### src/rtl/sc_enccounter.sv
// sc_enccounter -- quadrature encoder window counter.
//
// Decodes one encoder's A/B channels in x4 mode and accumulates signed ticks
// over a fixed window of ENCCOUNTER_WINDOW_CYCLES clocks. At the end of each
// window it publishes the saturated count together with a one-cycle low load
// strobe for a downstream register. Windows run back to back while enabled.
//
// Parameters:
//   ENCCOUNTER_DATAWIDTH      width of the two's complement count
//   ENCCOUNTER_WINDOW_CYCLES  window length in clocks (>= 2)
//
// Ports:
//   SC_ENCCOUNTER_CLOCK_50          system clock (only clock)
//   SC_ENCCOUNTER_RESET_InLow       synchronous active-low reset
//   SC_ENCCOUNTER_enable_InHigh     1 = run windows, 0 = idle
//   SC_ENCCOUNTER_chA_In / chB_In   encoder channels
//   SC_ENCCOUNTER_data_OutBus       signed count of the last completed window
//   SC_ENCCOUNTER_load_OutLow       one-cycle low strobe, data valid while low
//   SC_ENCCOUNTER_overflow_OutHigh  last window saturated
//   SC_ENCCOUNTER_error_OutHigh     last window saw an illegal A/B transition
//
// Build option:
//   SC_ENCCOUNTER_SYNC_EN  when defined, A and B pass through two-flop
//                          synchronizers and the FSM dwells in IDLE for two
//                          cycles after reset while those flops fill.
module sc_enccounter #(
  parameter int ENCCOUNTER_DATAWIDTH     = 32,
  parameter int ENCCOUNTER_WINDOW_CYCLES = 500000
) (
  input  logic                            SC_ENCCOUNTER_CLOCK_50,
  input  logic                            SC_ENCCOUNTER_RESET_InLow,
  input  logic                            SC_ENCCOUNTER_enable_InHigh,
  input  logic                            SC_ENCCOUNTER_chA_In,
  input  logic                            SC_ENCCOUNTER_chB_In,
  output logic [ENCCOUNTER_DATAWIDTH-1:0] SC_ENCCOUNTER_data_OutBus,
  output logic                            SC_ENCCOUNTER_load_OutLow,
  output logic                            SC_ENCCOUNTER_overflow_OutHigh,
  output logic                            SC_ENCCOUNTER_error_OutHigh
);

  localparam int CNT_W = $clog2(ENCCOUNTER_WINDOW_CYCLES);
  localparam int DW    = ENCCOUNTER_DATAWIDTH;

  localparam logic [CNT_W-1:0] CNT_LAST = CNT_W'(ENCCOUNTER_WINDOW_CYCLES - 1);
  localparam logic [CNT_W-1:0] CNT_ONE  = CNT_W'(1);
  localparam logic [DW-1:0]    ACC_ONE  = DW'(1);
  localparam logic [DW-1:0]    ACC_MAX  = {1'b0, {(DW-1){1'b1}}};
  localparam logic [DW-1:0]    ACC_MIN  = {1'b1, {(DW-1){1'b0}}};

  typedef enum logic {
    IDLE  = 1'b0,
    COUNT = 1'b1
  } stateT;

  logic [1:0] rawAB;
  logic [1:0] curAB;
  logic       startAllowed;

  assign rawAB = {SC_ENCCOUNTER_chA_In, SC_ENCCOUNTER_chB_In};

`ifdef SC_ENCCOUNTER_SYNC_EN
  // One two-flop synchronizer per channel; bit 1 is A, bit 0 is B.
  genvar gi;
  generate
    for (gi = 0; gi < 2; gi++) begin : genSync
      logic stage1Reg;
      logic stage2Reg;
      always_ff @(posedge SC_ENCCOUNTER_CLOCK_50) begin
        if (!SC_ENCCOUNTER_RESET_InLow) begin
          stage1Reg <= 1'b0;
          stage2Reg <= 1'b0;
        end else begin
          stage1Reg <= rawAB[gi];
          stage2Reg <= stage1Reg;
        end
      end
      assign curAB[gi] = stage2Reg;
    end
  endgenerate

  // Holds the FSM in IDLE until the synchronizers carry real channel data,
  // so the 0 -> input transition out of reset is never counted.
  logic [1:0] dwellReg;
  always_ff @(posedge SC_ENCCOUNTER_CLOCK_50) begin
    if (!SC_ENCCOUNTER_RESET_InLow) begin
      dwellReg <= 2'd2;
    end else if (dwellReg != 2'd0) begin
      dwellReg <= dwellReg - 2'd1;
    end
  end
  assign startAllowed = (dwellReg == 2'd0);
`else
  assign curAB        = rawAB;
  assign startAllowed = 1'b1;
`endif

  // ---------------------------------------------------------------------------
  // x4 decode. Mapping the Gray sequence 00,01,11,10 onto positions 0..3
  // (pos = {A, A^B}) turns direction into a modulo-4 difference:
  // +1 forward, -1 (3) reverse, 2 means both bits flipped (illegal).
  // ---------------------------------------------------------------------------
  logic [1:0] prevABReg;
  logic [1:0] curPos;
  logic [1:0] prevPos;
  logic [1:0] posDiff;
  logic       stepUp;
  logic       stepDown;
  logic       illegalStep;

  assign curPos      = {curAB[1], curAB[1] ^ curAB[0]};
  assign prevPos     = {prevABReg[1], prevABReg[1] ^ prevABReg[0]};
  assign posDiff     = curPos - prevPos;
  assign stepUp      = (posDiff == 2'd1);
  assign stepDown    = (posDiff == 2'd3);
  assign illegalStep = (posDiff == 2'd2);

  // ---------------------------------------------------------------------------
  // Saturating accumulate of this cycle's step.
  // ---------------------------------------------------------------------------
  logic [DW-1:0] accReg;
  logic [DW-1:0] accNext;
  logic          satHit;

  always_comb begin
    accNext = accReg;
    satHit  = 1'b0;
    if (stepUp) begin
      if (accReg == ACC_MAX) begin
        satHit = 1'b1;
      end else begin
        accNext = accReg + ACC_ONE;
      end
    end else if (stepDown) begin
      if (accReg == ACC_MIN) begin
        satHit = 1'b1;
      end else begin
        accNext = accReg - ACC_ONE;
      end
    end
  end

  // ---------------------------------------------------------------------------
  // Window FSM with registered outputs.
  // ---------------------------------------------------------------------------
  stateT          stateReg;
  logic [CNT_W-1:0] cntReg;
  logic           ovfFlagReg;
  logic           errFlagReg;
  logic [DW-1:0]  dataReg;
  logic           loadReg;
  logic           ovfOutReg;
  logic           errOutReg;

  always_ff @(posedge SC_ENCCOUNTER_CLOCK_50) begin
    if (!SC_ENCCOUNTER_RESET_InLow) begin
      stateReg   <= IDLE;
      prevABReg  <= curAB;
      accReg     <= '0;
      cntReg     <= '0;
      ovfFlagReg <= 1'b0;
      errFlagReg <= 1'b0;
      dataReg    <= '0;
      loadReg    <= 1'b1;
      ovfOutReg  <= 1'b0;
      errOutReg  <= 1'b0;
    end else begin
      prevABReg <= curAB;
      // The strobe is low for one cycle only; any publish below overrides.
      loadReg   <= 1'b1;
      case (stateReg)
        IDLE: begin
          accReg     <= '0;
          cntReg     <= '0;
          ovfFlagReg <= 1'b0;
          errFlagReg <= 1'b0;
          if (SC_ENCCOUNTER_enable_InHigh && startAllowed) begin
            stateReg <= COUNT;
          end
        end
        COUNT: begin
          if (!SC_ENCCOUNTER_enable_InHigh) begin
            // Partial window is dropped; published outputs keep their values.
            stateReg   <= IDLE;
            accReg     <= '0;
            cntReg     <= '0;
            ovfFlagReg <= 1'b0;
            errFlagReg <= 1'b0;
          end else if (cntReg == CNT_LAST) begin
            // Terminal cycle: publish including this cycle's step and events,
            // then start the next window immediately.
            dataReg    <= accNext;
            ovfOutReg  <= ovfFlagReg | satHit;
            errOutReg  <= errFlagReg | illegalStep;
            loadReg    <= 1'b0;
            accReg     <= '0;
            cntReg     <= '0;
            ovfFlagReg <= 1'b0;
            errFlagReg <= 1'b0;
          end else begin
            accReg     <= accNext;
            cntReg     <= cntReg + CNT_ONE;
            ovfFlagReg <= ovfFlagReg | satHit;
            errFlagReg <= errFlagReg | illegalStep;
          end
        end
        default: stateReg <= IDLE;
      endcase
    end
  end

  assign SC_ENCCOUNTER_data_OutBus      = dataReg;
  assign SC_ENCCOUNTER_load_OutLow      = loadReg;
  assign SC_ENCCOUNTER_overflow_OutHigh = ovfOutReg;
  assign SC_ENCCOUNTER_error_OutHigh    = errOutReg;

endmodule

### config.mk
export PLATFORM = sky130hd
export DESIGN_NAME = sc_enccounter
export DESIGN_NICKNAME = d
export VERILOG_FILES = /design/src/rtl/sc_enccounter.sv
export SDC_FILE = /design/constraint.sdc
export NUM_CORES = 1
export LEC_CHECK = 0
export CORE_MARGIN = 2
export CORE_UTILIZATION = 40
export CTS_CLUSTER_DIAMETER = 30
export CTS_CLUSTER_SIZE = 12
export DETAILED_ROUTE_END_ITERATION = 10
export PLACE_DENSITY = 0.69
export SYNTH_ARGS = -nofsm -noshare
export SYNTH_HDL_FRONTEND = slang
export SYNTH_SLANG_ARGS = --single-unit
### constraint.sdc
create_clock -name SC_ENCCOUNTER_CLOCK_50 -period 6.1 [get_ports SC_ENCCOUNTER_CLOCK_50]
set_input_delay 1.22 -clock SC_ENCCOUNTER_CLOCK_50 [delete_from_list [all_inputs] [get_ports SC_ENCCOUNTER_CLOCK_50]]
set_output_delay 1.22 -clock SC_ENCCOUNTER_CLOCK_50 [all_outputs]
set_load 0.005 [all_outputs]
* Word level (Yosys, flattened, before mapping) *
Cells that the tools add are included.

word-level totals
  register bits = 91
  output and inout bits = 35
  logic and storage cells = 49

operators by class
  add/sub/neg operators = 4
  equal/unequal tests = 6
  mux-type cells = 22
  bitwise logic cells = 5
  reductions and logical operators = 2

operators by type and width
  operator               number
  $mux 32                6
  $pmux 32 s2            1
  $mux 19                2
  $pmux 19 s2            1
  $add 32x1->32 const B  1
  $eq 32x31->1 const B   1
  $eq 32x32->1 const B   1
  $sub 32x1->32 const B  1
  $add 19x1->19 const B  1
  $eq 19x19->1 const B   1
  $mux 1                 10
  $reduce_and 3->1       2
  $eq 2x2->1 const B     2
  $pmux 1 s2             2
  $eq 2x1->1 const B     1
  $or 1x1->1             2
  $sub 2x2->2            1
  $xor 1x1->1            2
  $not 1->1              1

* Depth between registers and ports, before layout *
  depth after elaboration = 9
  mapped depth = 10

* Least setup slack after synthesis *
No wires, ideal clock.

  kind = input to register
  start = in SC_ENCCOUNTER_chB_In
  end = reg dataReg[20] (netlist: SC_ENCCOUNTER_data_OutBus[20])
  library setup time = 0.123 ns
  arrival time = 2.957 ns
  required time = 5.977 ns
  path slack = 3.020 ns
  stages on the path = 10
  path through = xnor2_1 ha_1 xor3_1 buf_2 nor2_4 buf_4 nand2_1 nor4_1 o211a_1 nor3_1

between the ends
  cells in the longest elaborated chain, start to end = 5
  elaborated cells on any way between the ends = 6
  those cells by class = 1 x add/sub; 2 x eq/ne; 2 x mux; 1 x bitwise

RTL lines
  element                 RTL line  RTL
  start: declaration      34        input logic SC_ENCCOUNTER_chB_In,
  $xor 1x1->1 *           110       assign curPos = {curAB[1], curAB[1] ^ curAB[0]};
  $sub 2x2->2 *           112       assign posDiff = curPos - prevPos;
  $eq 2x2->1              114       assign stepDown = (posDiff == 2'd3);
  $mux 32                 133       end else if (stepDown) begin
  $mux 32 *               127       if (stepUp) begin
  end signal: assignment  191       dataReg <= accNext;
  end: declaration        149       logic [DW-1:0] dataReg;

Mark *: on every way between the ends. The rest lies on a longest branch, timed or not.
A chain may end at the register's enable or synchronous reset.

* Worst setup path after layout *
  start = in SC_ENCCOUNTER_chA_In
  end = reg dataReg[25] (netlist: SC_ENCCOUNTER_data_OutBus[25])

between the ends
  cells in the longest elaborated chain, start to end = 5
  elaborated cells on any way between the ends = 6
  those cells by class = 1 x add/sub; 2 x eq/ne; 2 x mux; 1 x bitwise

RTL lines
  element             RTL line  RTL
  start: declaration  33        input logic SC_ENCCOUNTER_chA_In,
  $xor 1x1->1         110
  $sub 2x2->2 *       112
  $eq 2x2->1          114
  $mux 32             133
  $mux 32 *           127

Marked as above.

==> reports/metrics.csv <==
metric,value,unit
status,"finished, violations left",
failing checks,design-rule violations,
Synth Register Bits,91,
layout net count,591,
Final WS setup,2260,ps
Synth Net Count,575,
TNS Setup,0,ps
HP Class,flop to flop,
LEAKAGE,1.96,nW
Starting Density,41.4,%
GRT overflow,0,
number of placement rows,39,
vias in the first global route,4167,
H-tree Lvls,3,
RSZ-0062 raised after global routing,false,
"Avg Cell Area, Syn",8.44,um^2
DP Cell Count,713,
combinational share of power,20.5,%
Post-DRT Antenna Nets,0,
Yosys cell types,74,
# Post-CTS Setup Buffers,0,
fin. max-slew vios,0,
final WL,13000,um
share of cells above drive strength 1,8.70,%
largest net degree at the start of global routing,36,
routed vias/inst,6.02,
critical path launch point type,input port,
Sequential Power Share,41.0,%
R2R depth,6,
"delay-heaviest family, CP",simple AND/OR/NAND/NOR gates,
n_diodes,0,
CTS Hold Bufs,0,
Net Sw Frac,29.9,%
sequential fraction of the synthesis area,38.2,%
Async SR Flop Fraction,0,%
Root Driver,clkbuf_16,
Yosys warning count,0,
cells resized by post-CTS repair,0,
first-pass GRT wire length,21300,um
Hold Startpoint,errFlagReg,
Peak Freq,0.261,GHz
Critical Path AT,4120,ps
MaxCap Viol Count,0,
post-DP HPWL,9340,um
peak supply drop,191,uV
Period minus WS final,3840,ps
Syn Inst Count,565,
CTS tree,yes,
crit-path cells,clkdlybuf4s50_1 > xnor2_1 > ha_1 > inv_1 > o41a_1 > nand2_4 > or4_1 > a31oi_1,
Clk pwr share,38.5,%
Slew @ Worst Pin,961,ps
1st-pass router iterations,8,
Area Overhead vs Synth,15.4,%
Rel. slew slack,35.4,%
CP peak stage delay,580,ps
Post-Place Cell Area,5190,um^2
IO Pins,40,
Final Hold Viols,0,
cell area after layout,5500,um^2
hold path endpoint,errFlagReg,
Post-synth EDFFs,0,
Die Y,113,um
Clock Path Buffers,2,
worst endpoint required time,6380,ps
"Primary FF master, synth",dfxtp_1,
Setup WS pre-CTS,1930,ps
CTS buffer count,9,
post-route clock skew,7.79,ps
initial drt markers,370,
critical path class,input port to flop,
Switch Pwr,0.448,mW
post-layout util,47.8,%
"Clk pin slew, worst setup/hold paths",60,ps
period utilization,62.9,%
cell-internal power,1.05,mW
CTS Sinks,91,
routability cong.,0.940,
WP buf/inv,2,
Total GRT Usage,21.0,%
Setup Viol. Count Final,0,
reg2reg setup slack,3080,ps
slowest CP cell,or4_1,
Layout Cells excl Fill,729,
worst r2r dst,SC_ENCCOUNTER_data_OutBus[23],
Avg WL per Cell,17.8,um
hold path depth,2,
synthesized cell area,4770,um^2
critical-path maximum fanout,16,
Port-buffer cells,39,
Die X,113,um
r2r startpoint,accReg[27],
CP endpoint kind,flop,
initial antenna violation count,0,
Clock Latency Late Sink,360,ps
full die area,12800,um^2
routed via count,4385,
core area,11500,um^2
DRC,4,
power density over cell area,272,nW/um^2
## worst max path at each step
stage | start | endpoint | slack [ps] | depth (start not counted)
2_1_floorplan | SC_ENCCOUNTER_chB_In | SC_ENCCOUNTER_data_OutBus[20] | 3020 | 10
3_3_place_gp | SC_ENCCOUNTER_chA_In | SC_ENCCOUNTER_data_OutBus[29] | 2020 | 8
3_5_place_dp | SC_ENCCOUNTER_chA_In | SC_ENCCOUNTER_data_OutBus[29] | 1930 | 8
4_1_cts | SC_ENCCOUNTER_chA_In | SC_ENCCOUNTER_data_OutBus[29] | 2280 | 9
5_1_grt | SC_ENCCOUNTER_chA_In | SC_ENCCOUNTER_data_OutBus[29] | 2010 | 9
6_report | SC_ENCCOUNTER_chA_In | SC_ENCCOUNTER_data_OutBus[25] | 2260 | 8
## state kept, by name, summed over array words and instances (netlist names)
| register | flops |
|---|---|
| SC_ENCCOUNTER_load_OutLow | 1 |
| errFlagReg | 1 |
| SC_ENCCOUNTER_error_OutHigh | 1 |
| cntReg | 19 |
| SC_ENCCOUNTER_overflow_OutHigh | 1 |
| ovfFlagReg | 1 |
| stateReg | 1 |
| SC_ENCCOUNTER_data_OutBus | 32 |
| prevABReg | 2 |
| accReg | 32 |
## cell families (layout without fill, tap and decap cells)
logic type | count (synthesis) | in the layout | share of synthesized area (%)
fa+ha+maj | 5 | 5 | 1.31
compound gates | 142 | 142 | 19.2
buf+inv | 49 | 70 | 4.85
xor+xnor | 41 | 41 | 8.13
flops | 91 | 91 | 38.2
mux | 1 | 1 | 0.236
simple gates | 236 | 236 | 28.1
## power by group through the flow
| stage | clock, mW | combinational (mW) | sequential (mW) |
|---|---|---|---|
| 5_1_grt | 0.612 | 0.334 | 0.614 |
| 2_1_floorplan | 0 | 0.244 | 0.619 |
| 6_report | 0.577 | 0.307 | 0.613 |
| 3_3_place_gp | 0 | 0.299 | 0.626 |
| 3_5_place_dp | 0 | 0.301 | 0.626 |
| 4_1_cts | 0.588 | 0.303 | 0.613 |
## per-layer routing
layer  routed length (um)  share of wire (%)  global-route usage [%]
met1                 6150                 47                    28.5
met2                 5730                 44                    32.3
met3                  824                6.3                    4.55
met4                  271                2.1                    8.86
met5                    0                  0                       0
## cell type report
class	instances	area [um^2]
Clock inverter	6	73.8
Multi-Input combinational cell	425	2730
Timing Repair Buffer	44	428
Tap cell	143	179
Inverter	10	37.5
Sequential cell	91	1820
Clock buffer	10	239
Fill cell	1135	6010
## cell usage in the layout (no fill, tap or decap), types with 13 or more instances in the layout
| cell type | netlist | routed |
|---|---|---|
| dfxtp_1 | 91 | 91 |
| a21oi_1 | 62 | 62 |
| nor2_1 | 56 | 55 |
| clkdlybuf4s50_1 | 0 | 39 |
| nand3_1 | 31 | 31 |
| nand2_1 | 28 | 28 |
| nor3_1 | 28 | 27 |
| xnor2_1 | 20 | 20 |
| xor2_1 | 19 | 19 |
| nor4_1 | 15 | 15 |
| o21ai_0 | 15 | 15 |
| and3_1 | 13 | 13 |
| nand4_1 | 13 | 13 |
## synthesized netlist by cell type (3+ instances only)
cell       instances  area (um^2)
a21oi_1           62          310
a311oi_1           3         26.3
a31oi_1           10         62.6
and2_1             4         25.0
and3_1            13         81.3
and4_1             3         26.3
buf_2             13         65.1
buf_4              3         22.5
clkbuf_1          19         71.3
dfxtp_1           91         1820
ha_1               5         62.6
inv_1             10         37.5
nand2_1           28          105
nand3_1           31          155
nand4_1           13         81.3
nor2_1            56          210
nor3_1            28          140
nor3_2             3         30.0
nor3b_1            3         22.5
nor4_1            15         93.8
nor4_2             4         50.1
o2111ai_1          7         61.3
o211ai_1           3         22.5
o21a_1             6         45.0
o21ai_0           15         75.1
o31ai_1           10         75.1
or3_1              7         43.8
or4_1              6         45.0
xnor2_1           20          175
xor2_1            19          166
## tightest hold or removal path, cell delays in order (launching register included)
cell	delay, ps
dfxtp_1	300
a21oi_1	60
nor2_1	70
## per-stage QoR
| step | hold WS (ps) | power (mW) |
|---|---|---|
| CTS | 468 | 1.50 |
| floorplan | 424 | 0.863 |
| global placement | 446 | 0.925 |
| finish | 469 | 1.50 |
| global route | 516 | 1.56 |
| detailed placement | 451 | 0.927 |
Power figures use the tool's default switching activity.
